<file path="config.mk">
export PLATFORM = sky130hd
export DESIGN_NAME = mdu_iterative
export DESIGN_NICKNAME = d
export VERILOG_FILES = /design/src/rtl/mdu_pkg.sv /design/src/rtl/mdu_operand_prep.sv /design/src/rtl/mdu_iterative.sv
export SDC_FILE = /design/constraint.sdc
export NUM_CORES = 1
export LEC_CHECK = 0
export ABC_AREA = 1
export BUFFER_PORTS_ARGS = -buffer_cell sky130_fd_sc_hd__buf_2
export CAP_MARGIN = 20
export CORE_UTILIZATION = 55
export CTS_CLUSTER_DIAMETER = 60
export DETAILED_ROUTE_END_ITERATION = 10
export GPL_ROUTABILITY_DRIVEN = 0
export MAX_ROUTING_LAYER = met4
export PLACE_DENSITY = 0.76
export SETUP_SLACK_MARGIN = 0.2
export SLEW_MARGIN = 30
export SYNTH_ARGS = -nofsm -noshare
export SYNTH_HDL_FRONTEND = slang
export SYNTH_SLANG_ARGS = --single-unit
</file>
<file path="constraint.sdc">
create_clock -name clk -period 2.13 [get_ports clk]
set_input_delay 0.639 -clock clk [delete_from_list [all_inputs] [get_ports clk]]
set_output_delay 0.639 -clock clk [all_outputs]
set_load 0.03 [all_outputs]
</file>
<file path="src/rtl/mdu_pkg.sv">
// Shared encodings for the iterative RV32M multiply/divide unit.
package mdu_pkg;

  localparam logic [2:0] F3_MUL    = 3'b000;
  localparam logic [2:0] F3_MULH   = 3'b001;
  localparam logic [2:0] F3_MULHSU = 3'b010;
  localparam logic [2:0] F3_MULHU  = 3'b011;
  localparam logic [2:0] F3_DIV    = 3'b100;
  localparam logic [2:0] F3_DIVU   = 3'b101;
  localparam logic [2:0] F3_REM    = 3'b110;
  localparam logic [2:0] F3_REMU   = 3'b111;

  typedef enum logic [1:0] {
    S_IDLE = 2'd0,
    S_BUSY = 2'd1,
    S_FIX  = 2'd2,
    S_DONE = 2'd3
  } state_t;

  localparam logic [31:0] DIV0_Q  = 32'hFFFF_FFFF;
  localparam logic [31:0] INT_MIN = 32'h8000_0000;

endpackage

</file>
<file path="src/rtl/mdu_operand_prep.sv">
// Sign-flag and magnitude extraction for incoming operands, plus the
// conditional negate used when the unsigned core result is sign-corrected.
module mdu_operand_prep
  import mdu_pkg::*;
#(
  parameter int XLEN = 32
) (
  input  logic [2:0]        funct3,
  input  logic [XLEN-1:0]   rs1,
  input  logic [XLEN-1:0]   rs2,
  output logic              a_sign,
  output logic              b_sign,
  output logic [XLEN-1:0]   a_mag,
  output logic [XLEN-1:0]   b_mag,
  input  logic [2*XLEN-1:0] fix_val,
  input  logic              fix_neg,
  output logic [2*XLEN-1:0] fix_out
);

  logic a_signed;
  logic b_signed;

  // MUL is treated as signed x signed; its low word is identical either way.
  always_comb begin
    a_signed = 1'b0;
    b_signed = 1'b0;
    case (funct3)
      F3_MUL, F3_MULH, F3_DIV, F3_REM: begin
        a_signed = 1'b1;
        b_signed = 1'b1;
      end
      F3_MULHSU: a_signed = 1'b1;
      default: ;
    endcase
  end

  assign a_sign  = a_signed & rs1[XLEN-1];
  assign b_sign  = b_signed & rs2[XLEN-1];
  assign a_mag   = a_sign ? -rs1 : rs1;
  assign b_mag   = b_sign ? -rs2 : rs2;
  assign fix_out = fix_neg ? -fix_val : fix_val;

endmodule

</file>
<file path="src/rtl/mdu_iterative.sv">
// Iterative RV32M multiply/divide unit: shift-add multiply, restoring divide.
// Define MDU_DIV_EN to build the divider; otherwise divide ops return 0 in one edge.
module mdu_iterative
  import mdu_pkg::*;
#(
  parameter int XLEN  = 32,
  parameter int CNT_W = 6
) (
  input  logic            clk,
  input  logic            reset,
  input  logic            start_i,
  input  logic [2:0]      funct3_i,
  input  logic [XLEN-1:0] rs1_data_i,
  input  logic [XLEN-1:0] rs2_data_i,
  output logic            stall_o,
  output logic            busy_o,
  output logic            done_o,
  output logic [XLEN-1:0] result_o
);

  state_t              state_reg, state_next;
  logic [CNT_W-1:0]    cnt_reg, cnt_next;
  logic [2:0]          f3_reg, f3_next;
  logic                a_sign_reg, a_sign_next;
  logic                b_sign_reg, b_sign_next;
  logic [2*XLEN-1:0]   acc_reg, acc_next;
  logic [2*XLEN-1:0]   mcand_reg, mcand_next;
  logic [XLEN-1:0]     opb_reg, opb_next;
  logic [XLEN-1:0]     result_reg, result_next;

  logic                in_a_sign, in_b_sign;
  logic [XLEN-1:0]     in_a_mag, in_b_mag;
  logic [2*XLEN-1:0]   fix_val, fix_out;
  logic                fix_neg;
  logic [XLEN-1:0]     fix_result;
  logic                div_op;
  logic [2*XLEN-1:0]   div_acc_next;

  mdu_operand_prep #(.XLEN(XLEN)) u_prep (
    .funct3  (funct3_i),
    .rs1     (rs1_data_i),
    .rs2     (rs2_data_i),
    .a_sign  (in_a_sign),
    .b_sign  (in_b_sign),
    .a_mag   (in_a_mag),
    .b_mag   (in_b_mag),
    .fix_val (fix_val),
    .fix_neg (fix_neg),
    .fix_out (fix_out)
  );

`ifdef MDU_DIV_EN
  // acc holds {remainder, dividend/quotient}; opb holds the divisor magnitude.
  logic [XLEN:0] div_diff;
  assign div_diff     = acc_reg[2*XLEN-1:XLEN-1] - {1'b0, opb_reg};
  assign div_op       = f3_reg[2];
  assign div_acc_next = div_diff[XLEN] ? {acc_reg[2*XLEN-2:0], 1'b0}
                                       : {div_diff[XLEN-1:0], acc_reg[XLEN-2:0], 1'b1};
`else
  assign div_op       = 1'b0;
  assign div_acc_next = '0;
`endif

  always_comb begin
    fix_val = acc_reg;
    fix_neg = a_sign_reg ^ b_sign_reg;
    if (div_op) begin
      fix_val = f3_reg[1] ? {{XLEN{1'b0}}, acc_reg[2*XLEN-1:XLEN]}
                          : {{XLEN{1'b0}}, acc_reg[XLEN-1:0]};
      fix_neg = f3_reg[1] ? a_sign_reg : (a_sign_reg ^ b_sign_reg);
    end
  end

  assign fix_result = (f3_reg == F3_MUL || div_op) ? fix_out[XLEN-1:0]
                                                   : fix_out[2*XLEN-1:XLEN];

  always_comb begin
    state_next  = state_reg;
    cnt_next    = cnt_reg;
    f3_next     = f3_reg;
    a_sign_next = a_sign_reg;
    b_sign_next = b_sign_reg;
    acc_next    = acc_reg;
    mcand_next  = mcand_reg;
    opb_next    = opb_reg;
    result_next = result_reg;
    stall_o     = 1'b0;
    case (state_reg)
      S_IDLE: begin
        stall_o = start_i;
        if (start_i) begin
          f3_next     = funct3_i;
          a_sign_next = in_a_sign;
          b_sign_next = in_b_sign;
          cnt_next    = '0;
          opb_next    = in_b_mag;
          state_next  = S_BUSY;
          if (funct3_i[2]) begin
`ifdef MDU_DIV_EN
            acc_next = {{XLEN{1'b0}}, in_a_mag};
            if (rs2_data_i == '0) begin
              result_next = funct3_i[1] ? rs1_data_i : DIV0_Q;
              state_next  = S_DONE;
            end else if (!funct3_i[0] && rs1_data_i == INT_MIN && rs2_data_i == DIV0_Q) begin
              result_next = funct3_i[1] ? '0 : INT_MIN;
              state_next  = S_DONE;
            end
`else
            result_next = '0;
            state_next  = S_DONE;
`endif
          end else begin
            acc_next   = '0;
            mcand_next = {{XLEN{1'b0}}, in_a_mag};
          end
        end
      end
      S_BUSY: begin
        stall_o  = 1'b1;
        cnt_next = cnt_reg + 1'b1;
        if (cnt_reg == CNT_W'(XLEN - 1)) state_next = S_FIX;
        if (div_op) begin
          acc_next = div_acc_next;
        end else begin
          if (opb_reg[0]) acc_next = acc_reg + mcand_reg;
          mcand_next = mcand_reg << 1;
          opb_next   = opb_reg >> 1;
        end
      end
      S_FIX: begin
        stall_o     = 1'b1;
        result_next = fix_result;
        state_next  = S_DONE;
      end
      default: state_next = S_IDLE;
    endcase
  end

  always_ff @(posedge clk) begin
    if (reset) begin
      state_reg  <= S_IDLE;
      cnt_reg    <= '0;
      f3_reg     <= '0;
      a_sign_reg <= 1'b0;
      b_sign_reg <= 1'b0;
      acc_reg    <= '0;
      mcand_reg  <= '0;
      opb_reg    <= '0;
      result_reg <= '0;
    end else begin
      state_reg  <= state_next;
      cnt_reg    <= cnt_next;
      f3_reg     <= f3_next;
      a_sign_reg <= a_sign_next;
      b_sign_reg <= b_sign_next;
      acc_reg    <= acc_next;
      mcand_reg  <= mcand_next;
      opb_reg    <= opb_next;
      result_reg <= result_next;
    end
  end

  assign busy_o   = (state_reg == S_BUSY) || (state_reg == S_FIX);
  assign done_o   = (state_reg == S_DONE);
  assign result_o = result_reg;

endmodule

</file>
==> results.md, run 1 <==
* Die H at 181 microns
* Total CTS buffers at 28
* Row count at 65
* Clock Path Buffers at 3
* Syn_nets at 3385
* Synthesized area per cell at 5.46 sq um
* Yosys reg bits at 205
* GRT Resource Usage Total at 73.2%
* Post-DP HPWL at 49700 microns
* Fraction of registers with async set/reset at 0%
* Post-Syn Instances at 3243
* GRT overflow at 25
* Chip width at 181 microns
* Clock sinks at 205
* Largest net degree at the start of global routing at 106
* Port Buffers at 104
* Synth Warn # at 0
* I/O pin count at 105
* Tool error: [ERROR GRT-0232] Routing congestion too high. Check the congestion heatmap in the GUI.
* Synthesized area at 0.0177 sq mm
* H-tree depth at 1
* Fail Step: global routing
* Top_reg_cell synth: dfxtp_1
* Unique masters post-synth at 44
* Register area share after synthesis at 23.2%
* Kind of the worst endpoint: primary output
* Status: stopped before the end
* Dpl cells at 3969
* Root Driver: clkbuf_16
* Starting Density at 56.0%
* GRT worst endpoint: stall_o
* Post-synth EDFFs at 0
## cells in the mapped netlist (8+ instances only)
library cell,n,area [sq um]
nand2_1,1132,4250
inv_1,468,1760
nor2_1,346,1300
a21oi_1,306,1530
nand3_1,303,1520
dfxtp_1,205,4100
o21ai_0,100,500
ha_1,71,888
clkbuf_1,62,233
nor3_1,37,185
nand4_1,30,188
buf_2,27,135
o21ai_1,24,120
xor2_1,21,184
o211ai_1,16,120
nand3b_1,13,97.6
o221ai_1,10,87.6
or2_2,10,62.6
a31oi_1,8,50.1
## per-layer routing
layer | overflow | global-route usage (%)
met1 | 0 | 72.2
met2 | 13 | 86.6
met3 | 3 | 59.1
met4 | 9 | 69.7
met5 | - | -
## per-stage QoR
step	setup slack [ps]	cell area [sq um]	TNS, ps
after floorplan	189	17800	0
after global placement	-120	20900	-1130
after detailed placement	-198	20900	-3230
after CTS	-79.5	23800	-79.5
## repair_timing
action / 4_1_cts
endpoints found under the setup margin: 103
cloned: 5
pin swaps: 63
setup buffers: 31
hold buffers: 0
gates resized for setup: 389
## cell families after synthesis
logic type / count (synthesis) / share of synthesized area [%]
AO/OA/AOI/OAI: 482 / 14.5
XOR/XNOR: 25 / 1.24
adder cells (fa/ha/maj): 72 / 5.13
buffers and inverters: 574 / 12.5
flip-flops: 205 / 23.2
AND/OR/NAND/NOR: 1885 / 43.5
==> run 2, diff against run 1 <==
--- a/config.mk
+++ b/config.mk
@@ -8,13 +8,10 @@
 export ABC_AREA = 1
 export BUFFER_PORTS_ARGS = -buffer_cell sky130_fd_sc_hd__buf_2
 export CAP_MARGIN = 20
-export CORE_UTILIZATION = 55
-export CTS_CLUSTER_DIAMETER = 60
+export CORE_UTILIZATION = 40
 export DETAILED_ROUTE_END_ITERATION = 10
 export GPL_ROUTABILITY_DRIVEN = 0
-export MAX_ROUTING_LAYER = met4
-export PLACE_DENSITY = 0.76
-export SETUP_SLACK_MARGIN = 0.2
+export PLACE_DENSITY_LB_ADDON = 0.15
 export SLEW_MARGIN = 30
 export SYNTH_ARGS = -nofsm -noshare
 export SYNTH_HDL_FRONTEND = slang
==> constraint.sdc (replaced) <==
create_clock -name clk -period 2.77 [get_ports clk]
set_input_delay 0.831 -clock clk [delete_from_list [all_inputs] [get_ports clk]]
set_output_delay 0.831 -clock clk [all_outputs]
set_load 0.03 [all_outputs]
==> results.md, run 2 <==
* Root Driver: clkbuf_16 (unchanged)
* Unique masters post-synth at 44 (unchanged)
* Die area at 0.0451 sq mm
* Finished Core Util at 46.1%
* Detail Route Antenna Nets at 0
* Synthesized area at 0.0177 sq mm (unchanged)
* H-tree depth at 1 (unchanged)
* Pre-antenna DRT Iters at 8
* Buffer and inverter count on the worst path at 3
* I/O pin count at 105 (unchanged)
* Share of the synthesized area in the top cell type at 24.0% (unchanged)
* Total CTS buffers at 26 (was 28)
* Top_reg_cell synth: dfxtp_1 (unchanged)
* Crit-path slowest cell: dfxtp_1
* Startpoint types: register
* Fill cell count at 4754
* PD cells at 644 mW/mm^2
* Post-synth EDFFs at 0 (unchanged)
* Initial antenna violation count at 0
* Avg Vias per Cell at 5.28
* Most frequent cells in the layout: nand2_1, inv_1, nor2_1
* Final min period at 2650 ps
* Fraction of registers with async set/reset at 0% (unchanged)
* Row count at 76 (was 65)
* Fin Hold WS at 462 ps
* Later-pin clock latency in the skew report at 580 ps
* Area Overhead vs Synth at 12.9%
* Max Slew Vio Count at 0
* Clock sinks at 205 (unchanged)
* TritonCTS clock tree: done
* Area leader, netlist: nand2_1 (unchanged)
* Largest net degree at the start of global routing at 190
* Status: finished clean (was stopped before the end)
* Worst rel slew slack at 23.2%
* GRT overflow at 0
* Syn_nets at 3385 (unchanged)
* Crit path DAT at 1820 ps
* # setup viols final at 0
* Antenna cells at 0
* Top delay family on crit path: buffers and inverters
* Critical path class: register to output port
* Core ar. at 0.0434 sq mm
* Ranking of synthesized cells by area: nand2_1, dfxtp_1, inv_1 (unchanged)
* Actual slew at the worst max-slew pin at 1150 ps
* Crit end category: output port
* Drt drc at 0
* Starting Density at 40.9% (was 56.0%)
* Wire per inst at 16.8 microns
* Synth Warn # at 0 (unchanged)
* WP data required at 1940 ps
* LEAKAGE at 10.4 nW
* Layout net count at 3484
* Fraction of layout cells with a size suffix above 1 at 7.14%
* Postcts setup bufs at 0 (was 31)
* Worst vdd ir at 0.000900 V
* Max stage delay on crit path at 330 ps
* Pwr Total at 12.9 mW
* Chip width at 212 microns (was 181 microns)
* Die H at 212 microns (was 181 microns)
* Vias in the first global route at 18884
* CTS hold repair buffers at 0 (unchanged)
* Unrepaired setup endpoints after global routing: no
* First-pass GRT wire length at 103000 microns
* Fmax at 377 MHz
* Most frequent cells after synthesis: nand2_1, inv_1, nor2_1, a21oi_1, nand3_1 (unchanged)
* Post-Syn Instances at 3243 (unchanged)
* Maxcap violations at 0
* Most frequent cell after synthesis: nand2_1 (unchanged)
* Synthesized area per cell at 5.46 sq um (unchanged)
* Final period util at 95.7%
* Yosys reg bits at 205 (unchanged)
* Register area share after synthesis at 23.2% (unchanged)
* Worst Path Max Fanout at 5
* Final Hold Fails at 0
* Commonest non-fill, non-tap cell in the layout: nand2_1
* Vias at 20833
* GRT Resource Usage Total at 29.1%
* Drt initial violations at 1867
* Critical-path cell list: inv_1, ha_2, nand2_2, buf_4, a21oi_1, buf_2
* Worst clock skew at 13.1 ps
* Clock Pin Slew Worst Setup and Hold Paths at 60 ps
* Drt total wl at 66100 microns
* Post-DP HPWL at 51300 microns (was 49700 microns)
* Worst hold path class: register to register
* Port Buffers at 104 (unchanged)
* Clock Path Buffers at 3 (unchanged)
* Final TNS setup at 0 ps
## run 2: cell type report
| cell class | count | area (sq um) | area share [%] |
|---|---|---|---|
| clock buffers | 32 | 693 | 3.46 |
| clock inverters | 14 | 165 | 0.825 |
| inverters | 476 | 1790 | 8.95 |
| multi-input cells | 2464 | 11400 | 57.0 |
| flip-flops and latches | 205 | 4100 | 20.5 |
| well taps | 585 | 732 | 3.66 |
| repair buffers | 169 | 1110 | 5.57 |
## run 2: power by group
part | internal (mW) | leakage [nW] | switching, mW | total, mW
sequential | 3.35 | 1.66 | 0.325 | 3.67
clock | 2.06 | 0.421 | 1.48 | 3.53
combinational | 1.67 | 8.27 | 4.00 | 5.67
## run 2: timing repair
| action | CTS | global route |
|---|---|---|
| endpoints found under the hold margin | 0 | 0 |
| endpoints found under the setup margin | 0 | 1 |
| gates resized for setup | 0 | 1 |
## run 2: worst paths after layout
kind	startpoint	end	slack (ps)	depth (start not counted)
worst max register to register	acc_reg[1]$_SDFFE_PP0P_	result_o[4]$_SDFFE_PP0P_	220	11
worst min register to register	result_o[5]$_SDFFE_PP0P_	result_o[5]$_SDFFE_PP0P_	460	2
worst max-delay path	state_reg[0]$_SDFFE_PP0P_	stall_o	120	6
worst min-delay path	result_o[5]$_SDFFE_PP0P_	result_o[5]$_SDFFE_PP0P_	460	2
## run 2: cell families (layout without fill, tap and decap cells)
kind of cell / Yosys count / after routing / synth area share, %
adder cells (fa/ha/maj): 72 / 72 / 5.13
AO/OA/AOI/OAI: 482 / 482 / 14.5
flip-flops: 205 / 205 / 23.2
XOR/XNOR: 25 / 25 / 1.24
AND/OR/NAND/NOR: 1885 / 1885 / 43.5
buffers and inverters: 574 / 691 / 12.5
## run 2: per-layer routing
layer  wire length [microns]  vias to the layer above  GRT usage [%]
met3                    4710                      156           4.11
met4                    3480                        0           13.9
li1                        -                    10501              -
met5                       0                        -              0
met2                   29000                      804           46.3
met1                   28900                     9372           38.5
## run 2: metrics by stage
| stage | cell area, sq um | worst slack, ps | instances |
|---|---|---|---|
| after floorplan | 17700 | 478 | 3243 |
| after global placement | 19100 | 171 | 3899 |
| after detailed placement | 19100 | 155 | 3899 |
| after CTS | 20000 | 50.9 | 3945 |
| after global routing | 20000 | 43.9 | 3945 |
| final | 20000 | 120 | 3945 |
## run 2: worst register-to-register path, stage by stage, from the launching register on
cell and delay [ps]:
dfxtp_1 330, inv_1 140, ha_1 230, nand4_1 250, nor2_2 340, nand3_1 150
nand2_1 250, nand2_1 160, nand2_1 90, nand3_1 130, o211ai_1 230, a21oi_1 100
Power figures use the tool's default switching activity.
